--- src/rtl/anim_shader.sv ---
// Per-pixel object shader: solid, checker, blink and vertical-gradient modes,
// with a frame-synchronous mode latch and a blink counter. One-cycle latency.

module anim_shader_chan #(
  parameter int C = 4
) (
  input  logic [C-1:0] i_ch,
  input  logic [9:0]   i_shade,
  output logic [C-1:0] o_ch
);
  localparam int W = (C > 10) ? C : 10;

  logic [W-1:0] w_ch;
  logic [W-1:0] w_sh;
  logic [W-1:0] w_diff;

  // Saturating subtract done at full shade width so large shades never alias.
  assign w_ch   = W'(i_ch);
  assign w_sh   = W'(i_shade);
  assign w_diff = w_ch - w_sh;
  assign o_ch   = (w_ch > w_sh) ? w_diff[C-1:0] : '0;
endmodule

module anim_shader #(
  parameter int                 COLOR_W      = 12,
  parameter logic [COLOR_W-1:0] BASE_COLOR   = 12'hF00,
  parameter logic [COLOR_W-1:0] ALT_COLOR    = 12'h000,
  parameter int                 LEVEL        = 1,
  parameter int                 CHECK_LOG2   = 3,
  parameter int                 BLINK_FRAMES = 30,
  parameter int                 GRAD_LOG2    = 4
) (
  input  logic               clk,
  input  logic               reset_n,
  input  logic [9:0]         x,
  input  logic [9:0]         y,
  input  logic [9:0]         px,
  input  logic [9:0]         py,
  input  logic [1:0]         mode_in,
  input  logic               frame_tick,
  input  logic               pause,
  output logic [COLOR_W-1:0] pixel,
  output integer             level,
  output logic               blink_phase
);
  localparam int C  = COLOR_W / 3;
  localparam int FW = (BLINK_FRAMES > 1) ? $clog2(BLINK_FRAMES) : 1;
  localparam logic [FW-1:0] FMAX = FW'(BLINK_FRAMES - 1);

  typedef enum logic [1:0] {
    M_SOLID   = 2'd0,
    M_CHECKER = 2'd1,
    M_BLINK   = 2'd2,
    M_GRAD    = 2'd3
  } mode_t;

  mode_t              r_mode;
  logic [FW-1:0]      r_fcnt;
  logic               r_phase;
  logic [COLOR_W-1:0] r_pixel;

  logic [9:0]              w_rx;
  logic [9:0]              w_ry;
  logic [9:0]              w_rxy;
  logic                    w_chk;
  logic [9:0]              w_shade;
  logic [2:0][C-1:0]       w_base_ch;
  logic [2:0][C-1:0]       w_grad_ch;
  logic [COLOR_W-1:0]      w_next;
  logic                    w_accept;

  assign w_rx    = x - px;
  assign w_ry    = y - py;
  // Bit 0 of (rx>>k ^ ry>>k) is just bit k of rx^ry.
  assign w_rxy   = w_rx ^ w_ry;
  assign w_chk   = |(w_rxy & (10'd1 << CHECK_LOG2));
  assign w_shade = w_ry >> GRAD_LOG2;

  assign w_base_ch = BASE_COLOR;

  genvar g;
  generate
    for (g = 0; g < 3; g++) begin : g_chan
      anim_shader_chan #(.C(C)) u_chan (
        .i_ch    (w_base_ch[g]),
        .i_shade (w_shade),
        .o_ch    (w_grad_ch[g])
      );
    end
  endgenerate

  always_comb begin
    w_next = BASE_COLOR;
    unique case (r_mode)
      M_SOLID:   w_next = BASE_COLOR;
      M_CHECKER: w_next = w_chk ? ALT_COLOR : BASE_COLOR;
      M_BLINK:   w_next = r_phase ? ALT_COLOR : BASE_COLOR;
      M_GRAD:    w_next = w_grad_ch;
      default:   w_next = BASE_COLOR;
    endcase
  end

  // A tick during pause is dropped, not queued.
  assign w_accept = frame_tick & ~pause;

  always_ff @(posedge clk) begin
    if (!reset_n) begin
      r_pixel <= '0;
      r_mode  <= M_SOLID;
      r_fcnt  <= '0;
      r_phase <= 1'b0;
    end else if (!pause) begin
      r_pixel <= w_next;
      if (w_accept) begin
        r_mode <= mode_t'(mode_in);
        if (r_fcnt == FMAX) begin
          r_fcnt  <= '0;
          r_phase <= ~r_phase;
        end else begin
          r_fcnt <= r_fcnt + 1'b1;
        end
      end
    end
  end

  assign pixel       = r_pixel;
  assign blink_phase = r_phase;
  assign level       = LEVEL;
endmodule

--- config.mk ---
export PLATFORM = sky130hd
export DESIGN_NAME = anim_shader
export DESIGN_NICKNAME = d
export VERILOG_FILES = /design/src/rtl/anim_shader.sv
export SDC_FILE = /design/constraint.sdc
export NUM_CORES = 1
export LEC_CHECK = 0
export ABC_AREA = 1
export BUFFER_PORTS_ARGS = -buffer_cell sky130_fd_sc_hd__buf_2
export CORE_MARGIN = 5
export CORE_UTILIZATION = 44
export DETAILED_ROUTE_END_ITERATION = 8
export GPL_TIMING_DRIVEN = 1
export PLACE_DENSITY = 0.93
export SYNTH_ARGS = -nofsm -noshare
export SYNTH_HDL_FRONTEND = slang
export SYNTH_SLANG_ARGS = --single-unit
--- constraint.sdc ---
create_clock -name clk -period 1.8 [get_ports clk]
set_input_delay 0 -clock clk [delete_from_list [all_inputs] [get_ports clk]]
set_output_delay 0 -clock clk [all_outputs]
set_load 0.01 [all_outputs]
# Word-level counts from Yosys, hierarchy flattened
# Cells that the tools add are included.
[word_totals] reg_bits=20 in_bits=46 out_inout_bits=45 wordCells=28
[op_classes] add_sub_neg=5 n_lt_le_gt_ge=2 n_eq_ne=4 muxes=6 n_bitwise=4 n_reduce_logical=3
[ops] cell="one-hot mux 12 bit (4 select lines)" count=1
[ops] cell="2-to-1 mux 12 bit" count=2
[ops] cell="subtractor 10 bit" count=1
[ops] cell="2-to-1 mux 4 bit" count=2
[ops] cell="> comparator 1 x 6 -> 1 bit (first input constant)" count=1
[ops] cell="> comparator 4 x 6 -> 1 bit (first input constant)" count=1
[ops] cell="adder 5 x 1 -> 5 bit (second input constant)" count=1
[ops] cell="== test 5 bit (second input constant)" count=1
[ops] cell="2-to-1 mux 5 bit" count=1
[ops] cell="== test 2 bit (second input constant)" count=2
[ops] cell="subtractor 1 x 4 -> 4 bit (first input constant)" count=1
[ops] cell="subtractor 4 bit" count=1
[ops] cell="subtractor 4 bit (first input constant)" count=1
[ops] cell="XOR 4 bit" count=1
[ops] cell="AND reduction 3 bit" count=1
[ops] cell="== test 2 x 1 -> 1 bit (second input constant)" count=1
[ops] cell="zero test 2 bit" count=1
[ops] cell="inverter 1 bit" count=2
[ops] cell="AND reduction 2 bit" count=1
[ops] cell="bitwise AND 1 bit" count=1

# Logic depth before layout (Yosys ltp)
# Gate-level depths: netlist of the first run.
[logic_depth] word_depth=4 mapped_depth=15 ltp_nobuf=15

# Modules after synthesis
# Synthesis of the first run repeated with hierarchy kept, for this count alone.
[hier_totals] cells_unflattened=348 area_unflattened_um2=2259.7
[by_module_without_submodules] module="anim_shader" n_inst=1 cells_per_inst=231 area_each_um2=1621.6 seq_area_each_um2=400.4
[by_module_without_submodules] module="anim_shader_chan" n_inst=3 cells_per_inst=39 area_each_um2=212.7 seq_area_each_um2=0.0

# Worst setup path after synthesis of the first run
# Ideal clock, no wire load.
[synth_timing] path_type="input-to-reg" from="input py[2]" to="register r_pixel[9] (netlist: pixel[9])" setup_ns=0.123 t_arrival_ns=1.316 required_ns=1.677 setup_slack_ns=0.361 cell_stages=15 n_path_buf=0 cell_sequence="inv_1 -> ha_1 -> nand2_1 -> nand2_1 -> inv_1 -> nand2_1 -> nand2_1 -> nand2_1 -> xor2_1 -> ha_1 -> nand3_1 -> nor2_1 -> nor2_1 -> nand2_1 -> a21oi_1"
[synth_between] elab_chain_len=4 word_cells_on_any_way=7 cone_classes="add/sub (2); order compare (1); mux (3); bitwise (1)"
[synth_rtl] item="from (decl)" line_no="38" rtl="input logic [9:0] py,"
[synth_rtl] item="subtractor 10 bit (*)" line_no="73" rtl="assign w_ry = y - py;"
[synth_rtl] item="> comparator 4 x 6 -> 1 bit, or another cell as far along" line_no="21" rtl="assign o_ch = (w_ch > w_sh) ? w_diff[C-1:0] : '0;"
[synth_rtl] item="2-to-1 mux 4 bit or 2-to-1 mux 12 bit (tied branches)" line_no="21, 96"
[synth_rtl] item="one-hot mux 12 bit (4 select lines) (*)" line_no="94" rtl="unique case (r_mode)"
[synth_rtl] item="to (signal assigned)" line_no="113" rtl="r_pixel <= w_next;"
[synth_rtl] item="to (decl)" line_no="60" rtl="logic [COLOR_W-1:0] r_pixel;"
# Mark *: on every way between the ends. The rest lies on a longest branch, timed or not.
# A chain may end at the register's enable or synchronous reset.

# Final worst setup path of the first run
[layout_timing] from="input py[2]" to="register r_pixel[8] (netlist: pixel[8])"
# The elaborated chain is that of the path after synthesis.

==> impl_metrics.csv, run 1 <==
group,metric,value,unit
worst_setup_path,critPathSlowestCell,"sky130_fd_sc_hd__ha_1",
detailed_routing,ant_nets,0,
worst_setup_path,worst-endpoint-required,1990,ps
logic_synthesis,synth_cell_types,24,
clocking,cts.sinks,16,
power_and_ir_drop,post-layout-total-power,936,uW
worst_setup_path,cp_cell_sequence,"buf_2, inv_1, ha_1, nand2_1, inv_1, nand2_1, nand2_1, nand2_1, nand2_1, xor2_1, ha_1, nand3_1, nor2_1, nor2_1, nand2_1, a21oi_1",
sta,maxSlewViolCount,0,
die,fp.dieH,69.1,um
worst_setup_path,worstSetupPathDepth,16,
placement,detailedPlace.worstSlack,54.3,ps
grt,overflow,0,
finish,fillers,356,
placement,detailed_place_hpwl,2570,um
worst_setup_path,start_kind,"input pin",
worst_setup_path,cp_num_buf_inv,3,
die,initial_utilization,45.7,%
sta,clock.fmax,710,MHz
finish,finish.cell_count_without_fillers,336,
placement,portBuffers,46,
die,placement_rows,21,
finish,finalNetCount,350,
logic_synthesis,postSynthCellCount,243,
die,top_level_ports,91,
sta,report.final.setup_viol,0,
sta,layout_worst_path_cycle_share,78.3,%
finish,antenna_cells_inserted,0,
worst_setup_path,worst-r2r-cell-count,5,
detailed_routing,highest_layer,"met4",
worst_setup_path,crit-reg2reg-capture,"r_fcnt[2]$_SDFFE_PN0P_",
clocking,clk_pin_slew_worst_paths,90,ps
clocking,cts_repair_resize_count,0,
detailed_routing,route.vias.total,1438,
detailed_routing,avgRoutedWirePerCell,8.98,um
sta,hold_viol_final,0,
detailed_routing,drc,0,
sta,final_period_minus_worst_setup_slack,1410,ps
finish,seq_area,320,um2
power_and_ir_drop,leakage_power,0.00104,uW
detailed_routing,routed_wirelength,3020,um
placement,gpl.final_weighted_congestion,0.775,
worst_setup_path,crit_path_end_kind,"register",
worst_setup_path,cpLargestDelayFamily,"simple AND/OR/NAND/NOR gates",
worst_setup_path,cpPeakStageDelay,290,ps
clocking,cts-buffers-inserted,3,
clocking,postCtsSetupRepairBufs,0,
power_and_ir_drop,p_per_area,540,mW/mm2
grt,grt_pass1_vias,1267,
clocking,cts_hold_buf,3,
detailed_routing,vias_per_cell,4.28,
finish,area.growth.synth_to_final,12.8,%
worst_setup_path,worstPathMaxFanout,3,
worst_setup_path,cp-startpoint,"py[2]",
clocking,cts_tree,"built",
grt,first_pass_grt_wire_length,5010,um
finish,final_layout_size_suffix_gt1_share,19.7,%
worst_setup_path,crit_reg_reg_startpoint,"r_fcnt[1]$_SDFFE_PN0P_",
power_and_ir_drop,worst_ir_drop_on_vdd,0.000228,V
detailed_routing,wl_met1,1170,um
detailed_routing,met3RoutedLength,317,um
clocking,clk_latency,300,ps
die,die_area,0.00477,mm2
status,run_status,"finished, final reports clean",
worst_setup_path,worstSetupEndpoint,"pixel[8]$_SDFFE_PN0N_",
sta,clock_skew,8.91,ps
sta,final.setup.tns,0,ps
worst_setup_path,worst_ep_arrival_time,1600,ps
logic_synthesis,mappedNetlistArea,0.00154,mm2
grt,grt_max_degree,10,
clocking,h-tree-depth,1,
logic_synthesis,yosys_register_bits,16,
grt,number_of_antenna_violations_at_the_first_check_in_global_routing,0,
worst_setup_path,ff2ff_setup_slack,680,ps
hold_path,min_path_type,"in2reg",
detailed_routing,dr.first_iter.drc_count,30,
detailed_routing,routed-wl-met2,1470,um
sta,layout_setup_ws,391,ps
finish,multi_input_comb_area,886,um2
grt,grt.total_usage,12.4,%
detailed_routing,drt_pass_1_iters,4,
sta,grt_setup_unrepaired,"no",
die,core_area,0.00336,mm2
clocking,max-clock-path-buffers,2,
logic_synthesis,ys_warn_count,0,
logic_synthesis,synth.yosys.seq_area_share,20.8,%
clocking,cts.root.buffer_cell,"sky130_fd_sc_hd__clkbuf_4",
finish,final_cell_utilization_of_the_core,51.5,%
placement,placed_cells,329,
flow_run,max-cap-violations,0,
worst_setup_path,worst_path_most_repeated_cell,"sky130_fd_sc_hd__nand2_1",
die,fp.dieW,69.1,um
logic_synthesis,avgSynthCellArea,6.32,um2
worst_setup_path,path_class,"in2reg",
-- tightest hold or removal path: stages --
cell and delay (ps):
sky130_fd_sc_hd__buf_2 150, sky130_fd_sc_hd__o21ai_0 80, sky130_fd_sc_hd__a21oi_1 40
-- synthesized netlist by cell type (all sizes together) --
master,instances,area (um2)
nand2,61,234
inv,45,169
buf,36,270
nor2,20,85.1
dfxtp,16,320
nand3,15,80.1
ha,13,163
a21oi,12,60.1
o21ai,7,35.0
xor2,4,35.0
nor3,3,15.0
conb,2,7.51
nand4,2,12.5
xnor2,2,17.5
a211oi,1,7.51
a21o,1,7.51
and2,1,6.26
clkinv,1,3.75
nor3b,1,7.51
-- flip-flops by register name, indices dropped and copies added (netlist names) --
signal       flops
blink_phase      1
r_mode           2
r_fcnt           5
pixel            8
-- cell type report --
type | instances | area share [%]
Clock buffer | 4 | 2.09
Inverter | 46 | 9.96
Multi-Input combinational cell | 175 | 51.1
Sequential cell | 16 | 18.5
Tap cell | 46 | 3.32
Timing Repair Buffer | 49 | 15.0
-- worst min-delay path by stage --
stage / from / end / cells past startpoint / slack (ps)
floorplan: reset_n / r_mode[1]$_SDFFE_PN0P_ / 2 / 140
global placement: mode_in[1] / r_mode[1]$_SDFFE_PN0P_ / 3 / 270
detailed placement: mode_in[1] / r_mode[1]$_SDFFE_PN0P_ / 3 / 270
CTS: reset_n / pixel[9]$_SDFFE_PN0N_ / 3 / 0.2
global route: reset_n / blink_phase$_SDFFE_PN0P_ / 3 / 20
finish: reset_n / pixel[9]$_SDFFE_PN0N_ / 3 / 10
-- power by group --
group / switching, uW / internal (uW) / total [uW]
sequential: 9.73 / 368 / 378
combinational: 198 / 124 / 322
clock: 113 / 124 / 236
-- through the flow --
step                      hold WS, ps  area (um2)
final                            13.6        1730
after global routing             19.8        1730
after CTS                       0.174        1730
after detailed placement          274        1670
after global placement            266        1670
after floorplan                   136        1650
-- layout by cell type, fill, tap and decap left out --
cell / count
sky130_fd_sc_hd__nand3_1: 14
sky130_fd_sc_hd__buf_2: 46
sky130_fd_sc_hd__a211oi_1: 1
sky130_fd_sc_hd__dfxtp_1: 16
sky130_fd_sc_hd__clkinv_1: 1
sky130_fd_sc_hd__nor2_1: 18
sky130_fd_sc_hd__a21oi_1: 12
sky130_fd_sc_hd__clkbuf_8: 1
sky130_fd_sc_hd__inv_2: 2
sky130_fd_sc_hd__nand2_2: 2
sky130_fd_sc_hd__a21o_1: 1
sky130_fd_sc_hd__nor2_4: 1
sky130_fd_sc_hd__nor3_1: 3
sky130_fd_sc_hd__clkbuf_4: 3
sky130_fd_sc_hd__ha_1: 13
sky130_fd_sc_hd__o21ai_0: 7
sky130_fd_sc_hd__nand2_1: 59
sky130_fd_sc_hd__xor2_1: 4
sky130_fd_sc_hd__nor3b_1: 1
sky130_fd_sc_hd__inv_1: 43
sky130_fd_sc_hd__nand4_1: 2
sky130_fd_sc_hd__dlygate4sd3_1: 3
sky130_fd_sc_hd__xnor2_1: 2
sky130_fd_sc_hd__nand3_2: 1
sky130_fd_sc_hd__nor2_2: 1
sky130_fd_sc_hd__and2_1: 1
sky130_fd_sc_hd__conb_1: 32
-- layer usage --
| layer | global-route usage, % | vias to the layer above |
|---|---|---|
| li1 | - | 768 |
| met1 | 12.9 | 608 |
| met2 | 21.6 | 57 |
| met3 | 4.07 | 5 |
| met4 | 6.94 | 0 |
| met5 | 0 | - |
-- kinds of logic after synthesis --
family	Yosys count	share of synthesized area, %
adder cells (fa/ha/maj)	13	10.6
AND/OR/NAND/NOR	103	28.7
other	2	0.489
buffers and inverters	82	28.8
XOR/XNOR	6	3.42
flip-flops	16	20.8
AO/OA/AOI/OAI	21	7.17
(Power assumes the default switching activity.)
==> run 2, diff against run 1 <==
- ABC_AREA: 1 -> 0
- CORE_UTILIZATION: 44 -> 43
- clock period: 1.8 -> 1.4 ns (I/O delays scaled with it)
==> run 2 against run 1 <==
The flow now finishes with violations (setup timing). Utilization increased by 5.7 points. Synthesized area down 5.5%. Die area decreased by 2.8%. Worst setup slack got worse by 500 ps. Register-to-register slack worse by 700 ps. Total power is 44% higher. Sequential share of layout area decreased by 1.6 points. Wire length is 4.4% higher. Sequential power is 29% higher. Combinational power grew 76%. Global-route usage increased by 0.66 points. First-iteration DRC count fell by 27%. Highest routed layer is now met3.
==> impl_metrics.csv, run 2 <==
group,metric,value,unit
logic_synthesis,synthDominantAreaCellType,"sky130_fd_sc_hd__dfxtp_1",
detailed_routing,met3RoutedLength,256,um
placement,detailed_place_hpwl,2560,um
finish,layout_commonest_cell,"sky130_fd_sc_hd__buf_2",
logic_synthesis,avgSynthCellArea,8.07,um2
status,violations_in_the_final_reports,"setup timing",
detailed_routing,routed_wirelength,3150,um
die,core_area,0.00331,mm2
detailed_routing,drc,0,
grt,grt_max_degree,14,
sta,grt_setup_unrepaired,"yes",
die,fp.dieW,68.1,um
finish,final_layout_size_suffix_gt1_share,37.6,%
clocking,cts.sinks,16,
placement,portBuffers,46,
hold_path,min_path_type,"in2reg",
die,die_area,0.00464,mm2
detailed_routing,routed-wl-met2,1610,um
clocking,clk_pin_slew_worst_paths,90,ps
logic_synthesis,async_reset_ff_share,0,%
finish,fillers,292,
finish,layout.cells.most_common_list,"sky130_fd_sc_hd__buf_2, sky130_fd_sc_hd__conb_1, sky130_fd_sc_hd__buf_4",
die,initial_utilization,43.9,%
finish,largest_register_ffs,8,
sta,layout_setup_ws,-107,ps
detailed_routing,ant_nets,0,
finish,antenna_cells_inserted,0,
power_and_ir_drop,p_per_area,714,mW/mm2
flow_run,max-cap-violations,0,
logic_synthesis,postSynthCellCount,180,
clocking,cts.root.buffer_cell,"sky130_fd_sc_hd__clkbuf_4",
grt,number_of_antenna_violations_at_the_first_check_in_global_routing,0,
finish,area.growth.synth_to_final,30.3,%
placement,placed_cells,279,
grt,grt.total_usage,13.0,%
worst_setup_path,start_kind,"input pin",
logic_synthesis,synth_cell_types,38,
detailed_routing,vias_per_cell,4.48,
worst_setup_path,critPathSlowestCell,"sky130_fd_sc_hd__a31o_4",
sta,report.final.setup_viol,2,
logic_synthesis,synth.yosys.seq_area_share,22.0,%
sta,final_period_minus_worst_setup_slack,1510,ps
status,run_status,"finished, violations left",
power_and_ir_drop,worst_ir_drop_on_vdd,0.000481,V
clocking,cts_tree,"built",
clocking,cts-buffers-inserted,3,
finish,layout.cell_area.non_filler,0.00189,mm2
worst_setup_path,worstPathMaxFanout,4,
detailed_routing,avgRoutedWirePerCell,10.9,um
logic_synthesis,most_numerous_cell_in_the_yosys_netlist,"sky130_fd_sc_hd__buf_4",
sta,clock.fmax,664,MHz
sta,clock_skew,8.42,ps
logic_synthesis,yosys-top-cells-area,"sky130_fd_sc_hd__dfxtp_1, sky130_fd_sc_hd__buf_4, sky130_fd_sc_hd__ha_1",
logic_synthesis,yosys_register_bits,16,
clocking,clk_latency,290,ps
logic_synthesis,netlist.area_leader.share,22.0,%
grt,grt_pass1_vias,1151,
sta,hold_viol_final,0,
logic_synthesis,mappedNetlistArea,0.00145,mm2
detailed_routing,drt_pass_1_iters,4,
grt,first_pass_grt_wire_length,4730,um
finish,finish.cell_count_without_fillers,288,
worst_setup_path,worst_ep_arrival_time,1710,ps
power_and_ir_drop,leakage_power,0.000965,uW
grt,overflow,0,
clocking,max-clock-path-buffers,2,
placement,gpl.final_weighted_congestion,0.868,
logic_synthesis,synth_top_cells_by_count,"sky130_fd_sc_hd__buf_4, sky130_fd_sc_hd__dfxtp_1, sky130_fd_sc_hd__inv_1",
logic_synthesis,ys_warn_count,0,
placement,dpl-instance-area,0.00176,mm2
logic_synthesis,synth_enable_flop_cells,0,
logic_synthesis,postSynth.topFlopCell,"sky130_fd_sc_hd__dfxtp_1",
die,fp.dieH,68.1,um
detailed_routing,dr.first_iter.drc_count,22,
sta,maxSlewViolCount,0,
detailed_routing,wl_met1,1280,um
worst_setup_path,worst-endpoint-required,1600,ps
finish,finalNetCount,302,
sta,layout_worst_path_cycle_share,108,%
die,placement_rows,21,
worst_setup_path,cp_cell_sequence,"buf_6, inv_4, ha_4, a21o_1, a31o_4, a31oi_4, xor2_2, inv_1, ha_2, inv_2, nor3_4, o32ai_1",
detailed_routing,route.vias.total,1289,
worst_setup_path,cpPeakStageDelay,240,ps
worst_setup_path,crit_path_end_kind,"register",
die,top_level_ports,91,
worst_setup_path,path_class,"in2reg",
detailed_routing,highest_layer,"met3",
clocking,h-tree-depth,1,
run 2: changes by cell type in the layout (fill, tap and decap cells not counted), sizes merged, moves of 3 or more:
cell / delta
a21oi: -3
nor2: -8
and3: +6
nand3: -13
xnor2: +3
buf: +19
inv: -29
nand2b: +5
nand2: -50
xor2: +3
nor2b: +3
o22ai: +3
run 2: path summary, 6_finish.rpt:
path                               start                    end  cells after the start  slack [ps]
hold / removal                     pause  pixel[5]$_SDFFE_PN0N_                      2          10
setup reg to reg  r_mode[1]$_SDFFE_PN0P_  pixel[8]$_SDFFE_PN0N_                      4         -20
hold reg to reg    pixel[4]$_SDFFE_PN0N_  pixel[4]$_SDFFE_PN0N_                      1         520
setup / recovery                   py[2]  pixel[8]$_SDFFE_PN0N_                     12        -110
run 2: critical path: cells and delay by family:
kind | cells | cell delay (ps)
AOI/OAI and AO/OA | 4 | 840
adders and majority gates | 2 | 380
buffers and inverters | 4 | 260
xor gates and xnor gates | 1 | 190
and+or+nand+nor | 1 | 40
run 2: routing by layer:
| layer | GRT usage [%] | vias up |
|---|---|---|
| met5 | 0 | - |
| met4 | 3.23 | 0 |
| met3 | 2.46 | 0 |
| met2 | 23.5 | 46 |
| met1 | 15.8 | 577 |
| li1 | - | 666 |
run 2: logic make-up after synthesis:
kind of cell	after synthesis	synth area share (%)
buffers and inverters	55	23.5
and+or+nand+nor	47	17.9
AOI/OAI and AO/OA	33	16.2
DFF	16	22.1
adders and majority gates	13	11.2
xor gates and xnor gates	12	7.24
other	2	0.517
muxes	2	1.38
run 2: power breakdown:
group | internal (uW) | switching, uW | total (uW)
sequential | 472 | 15.0 | 487
clock | 158 | 140 | 298
combinational | 274 | 292 | 566
run 2: layout make-up:
cell class	count	area [um2]	share of cell area (%)
Clock buffer	4	36.3	1.92
Inverter	16	62.6	3.30
Multi-Input combinational cell	139	1020	53.7
Sequential cell	16	320	16.9
Tap cell	46	57.6	3.04
Timing Repair Buffer	67	399	21.1
run 2: through the flow:
step | setup TNS (ps) | total power (uW) | hold slack (ps) | setup WS (ps) | util [%]
finish | -179 | 1350 | 13.1 | -107 | 57.2
global route | -344 | 1440 | 11.0 | -155 | 57.2
CTS | -143 | 1330 | 8.56 | -86.7 | 56.7
detailed placement | -1430 | 993 | 275 | -458 | 53.3
global placement | -1010 | 980 | 258 | -307 | 53.3
floorplan | -266 | 883 | 146 | -133 | -
run 2: timing repair:
action                     4_1_cts  5_1_grt
hold buffers                     2        0
resized for setup                6        2
pin swaps                        6        4
buffers inserted                 2        1
hold endpoints to repair         2        0
setup endpoints to repair        2        4
